$ cat src/rtl/seg_pkg.sv
// Shared 7-segment definitions: nibble width, active-high glyph table and lookup.
// Segment bit order is {g,f,e,d,c,b,a}.
package seg_pkg;

    localparam int NIBBLE_W = 4;

    // Entry 15 sits in the top slice, entry 0 in the bottom slice.
    localparam logic [15:0][6:0] SEG_TABLE = {
        7'h71, 7'h79, 7'h5E, 7'h39, 7'h7C, 7'h77, 7'h6F, 7'h7F,
        7'h07, 7'h7D, 7'h6D, 7'h66, 7'h4F, 7'h5B, 7'h06, 7'h3F
    };

    function automatic logic [6:0] seg_decode(input logic [NIBBLE_W-1:0] nibble);
        return SEG_TABLE[nibble];
    endfunction

endpackage

$ cat src/rtl/seg7_decoder.sv
// Combinational nibble to 7-segment decoder with optional output inversion.
module seg7_decoder
    import seg_pkg::*;
#(
    parameter bit ACTIVE_LOW = 1'b0
) (
    input  logic [NIBBLE_W-1:0] nibble,
    output logic [6:0]          segment
);

    always_comb begin
        segment = ACTIVE_LOW ? ~seg_decode(nibble) : seg_decode(nibble);
    end

endmodule

$ cat src/rtl/seg_counter_mux.sv
// Multi-digit up/down radix counter with prescaled stepping, load, wrap pulse
// and a registered, time-multiplexed 7-segment digit scanner.
module seg_counter_mux
    import seg_pkg::*;
#(
    parameter int DIGITS     = 4,
    parameter int BASE       = 10,
    parameter int TICK_DIV   = 4,
    parameter int SCAN_DIV   = 2,
    parameter bit ACTIVE_LOW = 1'b0
) (
    input  logic                         clk,
    input  logic                         rst,
    input  logic                         en,
    input  logic                         up,
    input  logic                         load,
    input  logic [NIBBLE_W*DIGITS-1:0]   load_val,
    output logic [NIBBLE_W*DIGITS-1:0]   value,
    output logic [6:0]                   segment,
    output logic [DIGITS-1:0]            digit_sel,
    output logic                         wrap
);

    localparam int PW = (TICK_DIV > 1) ? $clog2(TICK_DIV) : 1;
    localparam int IW = (DIGITS > 1) ? $clog2(DIGITS) : 1;
    localparam int SW = (SCAN_DIV > 1) ? $clog2(SCAN_DIV) : 1;
    localparam logic [PW-1:0]       PRESC_LAST = PW'(TICK_DIV - 1);
    localparam logic [NIBBLE_W-1:0] DIGIT_MAX  = NIBBLE_W'(BASE - 1);

    logic [PW-1:0]                 presc;
    logic                          tick;
    logic [NIBBLE_W*DIGITS-1:0]    value_next;
    logic                          carry;
    logic                          carry_out;
    logic [IW-1:0]                 idx_next;
    logic [NIBBLE_W-1:0]           shown_nib;
    logic [DIGITS-1:0]             sel_onehot;

    assign tick = en && (presc == PRESC_LAST);

    // Ripple carry/borrow through every digit; out-of-range digits wrap like BASE-1 going up.
    always_comb begin
        value_next = value;
        carry      = 1'b1;
        for (int i = 0; i < DIGITS; i++) begin
            if (carry) begin
                if (up) begin
                    if (value[i*NIBBLE_W +: NIBBLE_W] >= DIGIT_MAX) begin
                        value_next[i*NIBBLE_W +: NIBBLE_W] = '0;
                    end else begin
                        value_next[i*NIBBLE_W +: NIBBLE_W] = value[i*NIBBLE_W +: NIBBLE_W] + 1'b1;
                        carry = 1'b0;
                    end
                end else begin
                    if (value[i*NIBBLE_W +: NIBBLE_W] == '0) begin
                        value_next[i*NIBBLE_W +: NIBBLE_W] = DIGIT_MAX;
                    end else begin
                        value_next[i*NIBBLE_W +: NIBBLE_W] = value[i*NIBBLE_W +: NIBBLE_W] - 1'b1;
                        carry = 1'b0;
                    end
                end
            end
        end
        carry_out = carry;
    end

    // Load wins over a coincident tick and restarts the prescaler.
    always_ff @(posedge clk or posedge rst) begin
        if (rst) begin
            value <= '0;
            presc <= '0;
            wrap  <= 1'b0;
        end else if (load) begin
            value <= load_val;
            presc <= '0;
            wrap  <= 1'b0;
        end else begin
            if (en) begin
                presc <= tick ? '0 : presc + 1'b1;
            end
            if (tick) begin
                value <= value_next;
            end
            wrap <= tick && carry_out;
        end
    end

    generate
        if (DIGITS > 1) begin : g_scan
            logic [SW-1:0] scan_cnt;
            logic [IW-1:0] scan_idx;
            logic          scan_step;

            assign scan_step = (scan_cnt == SW'(SCAN_DIV - 1));

            always_comb begin
                idx_next = scan_idx;
                if (scan_step) begin
                    idx_next = (scan_idx == IW'(DIGITS - 1)) ? '0 : scan_idx + 1'b1;
                end
            end

            always_ff @(posedge clk or posedge rst) begin
                if (rst) begin
                    scan_cnt <= '0;
                    scan_idx <= '0;
                end else begin
                    scan_cnt <= scan_step ? '0 : scan_cnt + 1'b1;
                    scan_idx <= idx_next;
                end
            end
        end else begin : g_fixed
            assign idx_next = '0;
        end
    endgenerate

    // Display registers sample the pre-edge count at the index taking effect on this edge.
    always_ff @(posedge clk or posedge rst) begin
        if (rst) begin
            shown_nib  <= '0;
            sel_onehot <= DIGITS'(1);
        end else begin
            shown_nib  <= value[idx_next*NIBBLE_W +: NIBBLE_W];
            sel_onehot <= DIGITS'(1) << idx_next;
        end
    end

    assign digit_sel = ACTIVE_LOW ? ~sel_onehot : sel_onehot;

    seg7_decoder #(
        .ACTIVE_LOW (ACTIVE_LOW)
    ) u_dec (
        .nibble  (shown_nib),
        .segment (segment)
    );

endmodule

$ cat config.mk
export PLATFORM = sky130hd
export DESIGN_NAME = seg_counter_mux
export DESIGN_NICKNAME = d
export VERILOG_FILES = /design/src/rtl/seg_pkg.sv /design/src/rtl/seg7_decoder.sv /design/src/rtl/seg_counter_mux.sv
export SDC_FILE = /design/constraint.sdc
export NUM_CORES = 1
export LEC_CHECK = 0
export ABC_AREA = 1
export BUFFER_PORTS_ARGS = -buffer_cell sky130_fd_sc_hd__buf_2
export CAP_MARGIN = 0
export CORE_ASPECT_RATIO = 0.7
export CORE_UTILIZATION = 60
export CTS_CLUSTER_SIZE = 30
export DETAILED_ROUTE_END_ITERATION = 10
export HOLD_SLACK_MARGIN = 0.02
export PLACE_DENSITY = 0.88
export SLEW_MARGIN = 15
export SYNTH_ARGS = -nofsm -noshare
export SYNTH_HDL_FRONTEND = slang
export SYNTH_SLANG_ARGS = --single-unit
$ cat constraint.sdc
create_clock -name clk -period 4.6 [get_ports clk]
set_input_delay 0.23 -clock clk [delete_from_list [all_inputs] [get_ports clk]]
set_output_delay 0.23 -clock clk [all_outputs]
set_load 0.1 [all_outputs]
==> results of run 1 <==
==> where the power goes <==
group          total (W)  switching, W  internal (W)
combinational   0.000647      0.000504      0.000143
clock           0.000340      0.000109      0.000231
sequential      0.000359     0.0000657      0.000293
total            0.00135      0.000679      0.000668
==> metrics by stage <==
stage,cell area [sq um],hold WS (ns),setup slack [ns],total power [W]
after floorplan,2470,0.318,1.33,0.000905
after global placement,2690,0.425,2.78,0.000993
after detailed placement,2690,0.434,2.76,0.00100
after CTS,2840,0.172,2.50,0.00134
after global routing,2840,0.0637,2.34,0.00141
final,2840,0.0123,2.47,0.00135
==> state kept, by name (all words and copies together) (netlist names) <==
| signal | flops |
|---|---|
| g_scan.scan_idx | 2 |
| wrap | 1 |
| presc | 2 |
| g_scan.scan_cnt | 1 |
| digit_sel | 4 |
| shown_nib | 4 |
| value | 16 |
==> worst max-delay path by stage <==
stage,end,depth (start not counted),slack [ns],start
floorplan,segment[0],5,1.33,shown_nib[1]
finish,segment[0],6,2.47,shown_nib[1]
detailed placement,value[8],9,2.76,value[0]
global route,segment[0],6,2.34,shown_nib[1]
global placement,value[8],9,2.78,value[0]
CTS,segment[0],6,2.50,shown_nib[1]
==> cell type report <==
cell class / count / area [sq um]
clock inverters: 2 / 60.1
repair buffers: 48 / 240
inverters: 40 / 155
multi-input cells: 257 / 1480
flip-flops and latches: 30 / 752
well taps: 52 / 65.1
clock buffers: 6 / 82.6
fillers: 325 / 1090
==> cells in the final DEF, fill, tap and decap left out, types with 5 or more instances in the layout <==
master	synthesis	layout
nand3_1	40	40
dfrtp_1	29	29
or2_2	5	5
nor2_1	16	16
nand4_1	6	6
buf_2	8	48
xnor2_1	5	5
ha_1	21	21
a21oi_1	18	18
inv_1	35	34
o21ai_0	20	20
nand2_1	88	88
clkbuf_8	0	6
xor2_1	7	7
==> routing by layer <==
metal  up-vias  part of all wire (%)
li1       1196                     -
met2        93                    45
met5         -                     0
met1      1075                    48
met3        10                   6.0
met4         0                   1.4
==> cells by family (layout without fill, tap and decap cells) <==
group,Yosys count,in the layout
XOR/XNOR,12,12
AO/OA/AOI/OAI,55,55
AND/OR/NAND/NOR,169,169
buffers and inverters,52,96
flip-flops,30,30
adder cells (fa/ha/maj),21,21
==> results.yml, run 1 <==
yosys:
  yosys-top-cells-count: "nand2_1, nand3_1, inv_1"
  synth_top_family_by_area: "simple AND/OR/NAND/NOR gates"
  synth_top_area_share_pct: 29.4
  post-synth-top-area-cell: "dfrtp_1"
  synthTopCellsByArea: "dfrtp_1, nand2_1, ha_1"
  syn_avg_cell_area_sq_um: 7.27
  synth.most_common_cell: "nand2_1"
  netlist_area_sq_um: 2470
  synth_ff_type: "dfrtp_1"
  synthCells: 339
  async_reset_ff_share_pct: 100
  yosysSeqAreaShare_pct: 30.5
  synth_warnings: 0
  synth.distinct_cells: 34
  synth_nets: 381
  synth_compound_area_share_pct: 13.2
  synth_edf_count: 0
  synthAdderAreaFrac_pct: 10.7
  synth_mux_area_share_pct: 0
  synth-simple-area-share_pct: 31.9
  ys_seq_elements: 30
  synthXorXnorAreaFrac_pct: 4.26
outcome:
  status: "finished, final reports clean"
placement:
  dpl.cell_count: 427
  hpwl_mm: 4.19
  io_buffers: 48
  gp_congestion: 0.940
critical_path:
  crit_slowest_cell: "buf_2"
  crit_required_ns: 4.37
  crit_path_end_kind: "primary output"
  cp_max_fo: 5
  r2r_cells: 9
  critPathMaxStageDelay_ns: 0.46
  critPathMostFrequentCell: "inv_1"
  crit_path_cell_trace: "inv_1 > ha_1 > inv_1 > nor3_1 > a211oi_1 > buf_2"
  r2r_end: "value[10]"
  path_class: "register to primary output"
  cp_top_family: "buffers and inverters"
  reg2reg_slack_ns: 2.71
  timing.rr.start: "value[0]"
  cp.arrival_ns: 1.90
  crit_buf_inv: 3
  start_kind: "register"
sta:
  period_share_pct: 46.2
  worst_pin_slew_ns: 0.637
  fin_setup_tns_ns: 0
  fmax_mhz: 470
  fin_crit_ns: 2.13
  hold_viol: 0
  rsz0062_at_grt: "false"
  slew-limit-headroom_pct: 57.5
  maxSlewViolCount: 0
  skew_ns: 0.00889
  finalSetupViolCount: 0
floorplanning:
  io_pins: 49
  rows: 19
  dieHeight_microns: 55.6
  initial_utilization_pct: 62.9
  die_area_sq_um: 4370
  die-width_microns: 78.6
  core_sq_um: 3920
global_route:
  gr-total-overflow: 0
  grtUsageMet1_pct: 38.4
  grt_util_met3_pct: 4.92
  grt_max_degree: 37
  use_met2_pct: 43.0
  grt_pass1_wl_mm: 9.40
  grtUsageTotal_pct: 27.5
  antenna_found_initial: 0
  grt_pass1_vias: 2160
  grt-busiest-layer: "met2"
drt:
  vias: 2374
  drc: 0
  viasPerCell: 5.46
  drtIter0Drc: 166
  finalWirelength_mm: 5.81
  drtPass1Iterations: 5
  wl_per_cell_microns: 13.3
  ant_nets: 0
clocking:
  ctsResizeCount: 0
  clockBufferDepth: 2
  clk_latency_ns: 0.30
  clockRootBuffer: "clkbuf_8"
  clk_pin_slew_ns: 0.07
  h-tree-depth: 2
  cts_tree: "done"
  post_cts_buffers: 0
  cts_made_buffers: 5
  postCtsHoldBufs: 0
  clock-sinks: 30
final_layout:
  area_growth_pct: 15.0
  fin_nets: 424
  fin_util_pct: 72.3
  stdcell_count: 435
  antennaDiodeCount: 0
  drive_above_1_share_pct: 21.9
power:
  p_leak_nw: 1.50
  p_per_area_nw_per_um2: 475
  peakVddDrop_mv: 0.331
run:
  max_cap_viol_count: 0
hold_path:
  hold_class: "input pin to asynchronous set/reset pin"
(Power assumes the default switching activity.)
==> run 2, diff against run 1 <==
Settings changed: CORE_UTILIZATION 60 to 50, PLACE_DENSITY 0.88 to 0.78.
Clock period 4.6 ns to 1.79 ns, I/O delays scaled along.
==> run 2 against run 1 <==
  * Flip-flop and latch count did not move
  * First-iteration DRC count down 16%
  * Sequential share of layout area is 1.3 points lower
  * Critical path type unchanged
  * Critical endpoint is now segment[4]
  * Highest routed layer unchanged
==> results.yml, run 2 (synthesis gave the netlist of run 1 again) <==
final_layout:
  fin_nets: 434
  mostFrequentLayoutCells: "nand2_1, buf_2, nand3_1"
  final_common_cell: "nand2_1"
  n_fill_cell: 371
  drive_above_1_share_pct: 33.3
  largest_reg_flops: 16
  area_growth_pct: 26.7
  antennaDiodeCount: 0
  regMostFlops: "value"
floorplanning:
  die_area_sq_um: 5220
  rows: 20
  dieHeight_microns: 60.8
  die-width_microns: 85.9
  initial_utilization_pct: 54.4
  core_sq_um: 4530
  io_pins: 49
sta:
  hold_viol: 0
  timing.hold.ws_ns: 0.0328
  fmax_mhz: 573
  period_share_pct: 97.5
  rsz0062_at_grt: "true"
  finalSetupViolCount: 0
  slew-limit-headroom_pct: 58.7
  fin_crit_ns: 1.74
  worst_pin_slew_ns: 0.618
  fin_setup_tns_ns: 0
  maxSlewViolCount: 0
  skew_ns: 0.00164
clocking:
  clk_pin_slew_ns: 0.06
  h-tree-depth: 2
  clockBufferDepth: 2
  cts_made_buffers: 5
  clock-sinks: 30
  clk_latency_ns: 0.28
  clockRootBuffer: "clkbuf_8"
  cts_tree: "done"
global_route:
  grt_pass1_wl_mm: 9.97
  antenna_found_initial: 0
  gr-total-overflow: 0
  grtUsageTotal_pct: 24.9
  grt_pass1_vias: 2168
  grt_max_degree: 37
critical_path:
  timing.rr.start: "value[1]"
  path_class: "register to primary output"
  r2r_cells: 9
  reg2reg_slack_ns: 0.10
  cp_max_fo: 4
  crit_required_ns: 1.70
  crit_path_end_kind: "primary output"
  cp.arrival_ns: 1.66
  r2r_end: "value[8]"
  start_kind: "register"
hold_path:
  hold_depth: 2
  holdPathEnd: "presc[1]"
  worstHoldStart: "en"
  hold_class: "input pin to register"
placement:
  io_buffers: 48
  gp_congestion: 0.953
  hpwl_mm: 4.39
run:
  max_cap_viol_count: 0
power:
  clock_power_share_pct: 16.3
  p_seq_share_pct: 27.0
  p_comb_share_pct: 56.7
  p_leak_nw: 1.55
  power.internal_w: 0.00167
  swShare_pct: 52.3
  peakVddDrop_mv: 0.581
  power.switching_w: 0.00183
  p_per_area_nw_per_um2: 1120
outcome:
  status: "finished, final reports clean"
drt:
  viasPerCell: 5.17
  finalWirelength_mm: 6.07
  drtPass1Iterations: 4
  drc: 0
  drtIter0Drc: 140
  vias: 2375
  wl_per_cell_microns: 13.2
  ant_nets: 0
run 2: cell types whose count changed in the layout (fill, tap and decap cells not counted), moves of 6 or more:
| cell | delta |
|---|---|
| dfrtp_2 | +11 |
| dfrtp_1 | -17 |
| dfrtp_4 | +6 |
| inv_1 | -6 |
| buf_2 | -7 |
| buf_4 | +9 |
run 2: cell type report:
cell class | count | area, sq um | area share [%]
inverters | 40 | 161 | 5.16
clock buffers | 7 | 86.3 | 2.76
well taps | 66 | 82.6 | 2.64
clock inverters | 1 | 5.00 | 0.160
multi-input cells | 257 | 1600 | 51.1
flip-flops and latches | 30 | 788 | 25.2
repair buffers | 58 | 405 | 13.0
run 2: worst max-delay path by stage:
stage | end | startpoint | depth (start not counted)
final | segment[4] | shown_nib[0] | 8
after global routing | segment[3] | shown_nib[0] | 7
after CTS | segment[5] | shown_nib[1] | 6
after detailed placement | value[8] | value[1] | 9
after global placement | value[8] | value[1] | 9
after floorplan | segment[0] | shown_nib[1] | 5
run 2: routing by layer:
metal / vias to the layer above / GRT usage (%) / wire, microns
met5: - / 0 / 0
met3: 5 / 4.76 / 398
met1: 1069 / 34.9 / 2930
met2: 85 / 39.7 / 2700
met4: 0 / 7.38 / 38
li1: 1216 / - / -
run 2: power by group through the flow:
| stage | Sequential, W | Clock [W] | Combinational (W) |
|---|---|---|---|
| after global placement | 0.000942 | 0 | 0.00186 |
| final | 0.000943 | 0.000569 | 0.00198 |
| after CTS | 0.000934 | 0.000576 | 0.00190 |
| after global routing | 0.000962 | 0.000610 | 0.00211 |
| after floorplan | 0.00131 | 0 | 0.00108 |
| after detailed placement | 0.000948 | 0 | 0.00187 |
run 2: what timing repair did:
item / 4_1_cts / 5_1_grt
setup endpoints to repair: 5 / 14
pin swaps: 1 / 3
hold endpoints to repair: 29 / 0
resized for setup: 3 / 21
hold buffers: 1 / 0
buffers inserted: 1 / 2
run 2: metrics by stage:
stage	utilization, %	power [W]	setup slack (ns)	cell area [sq um]	cells
2_1_floorplan	-	0.00240	-0.388	2550	339
3_3_place_gp	64.3	0.00280	0.103	2910	447
3_5_place_dp	64.3	0.00282	0.0117	2910	447
4_1_cts	66.9	0.00341	0.0164	3030	457
5_1_grt	69.0	0.00368	-0.0517	3130	459
6_report	69.0	0.00349	0.0451	3130	459
run 2: critical path, stage by stage (launching register included):
cell     delay, ns
dfrtp_1       0.43
inv_2         0.11
buf_4         0.12
ha_1          0.15
inv_1         0.07
o21ai_0       0.13
o21ai_0       0.10
inv_1         0.10
buf_12        0.18
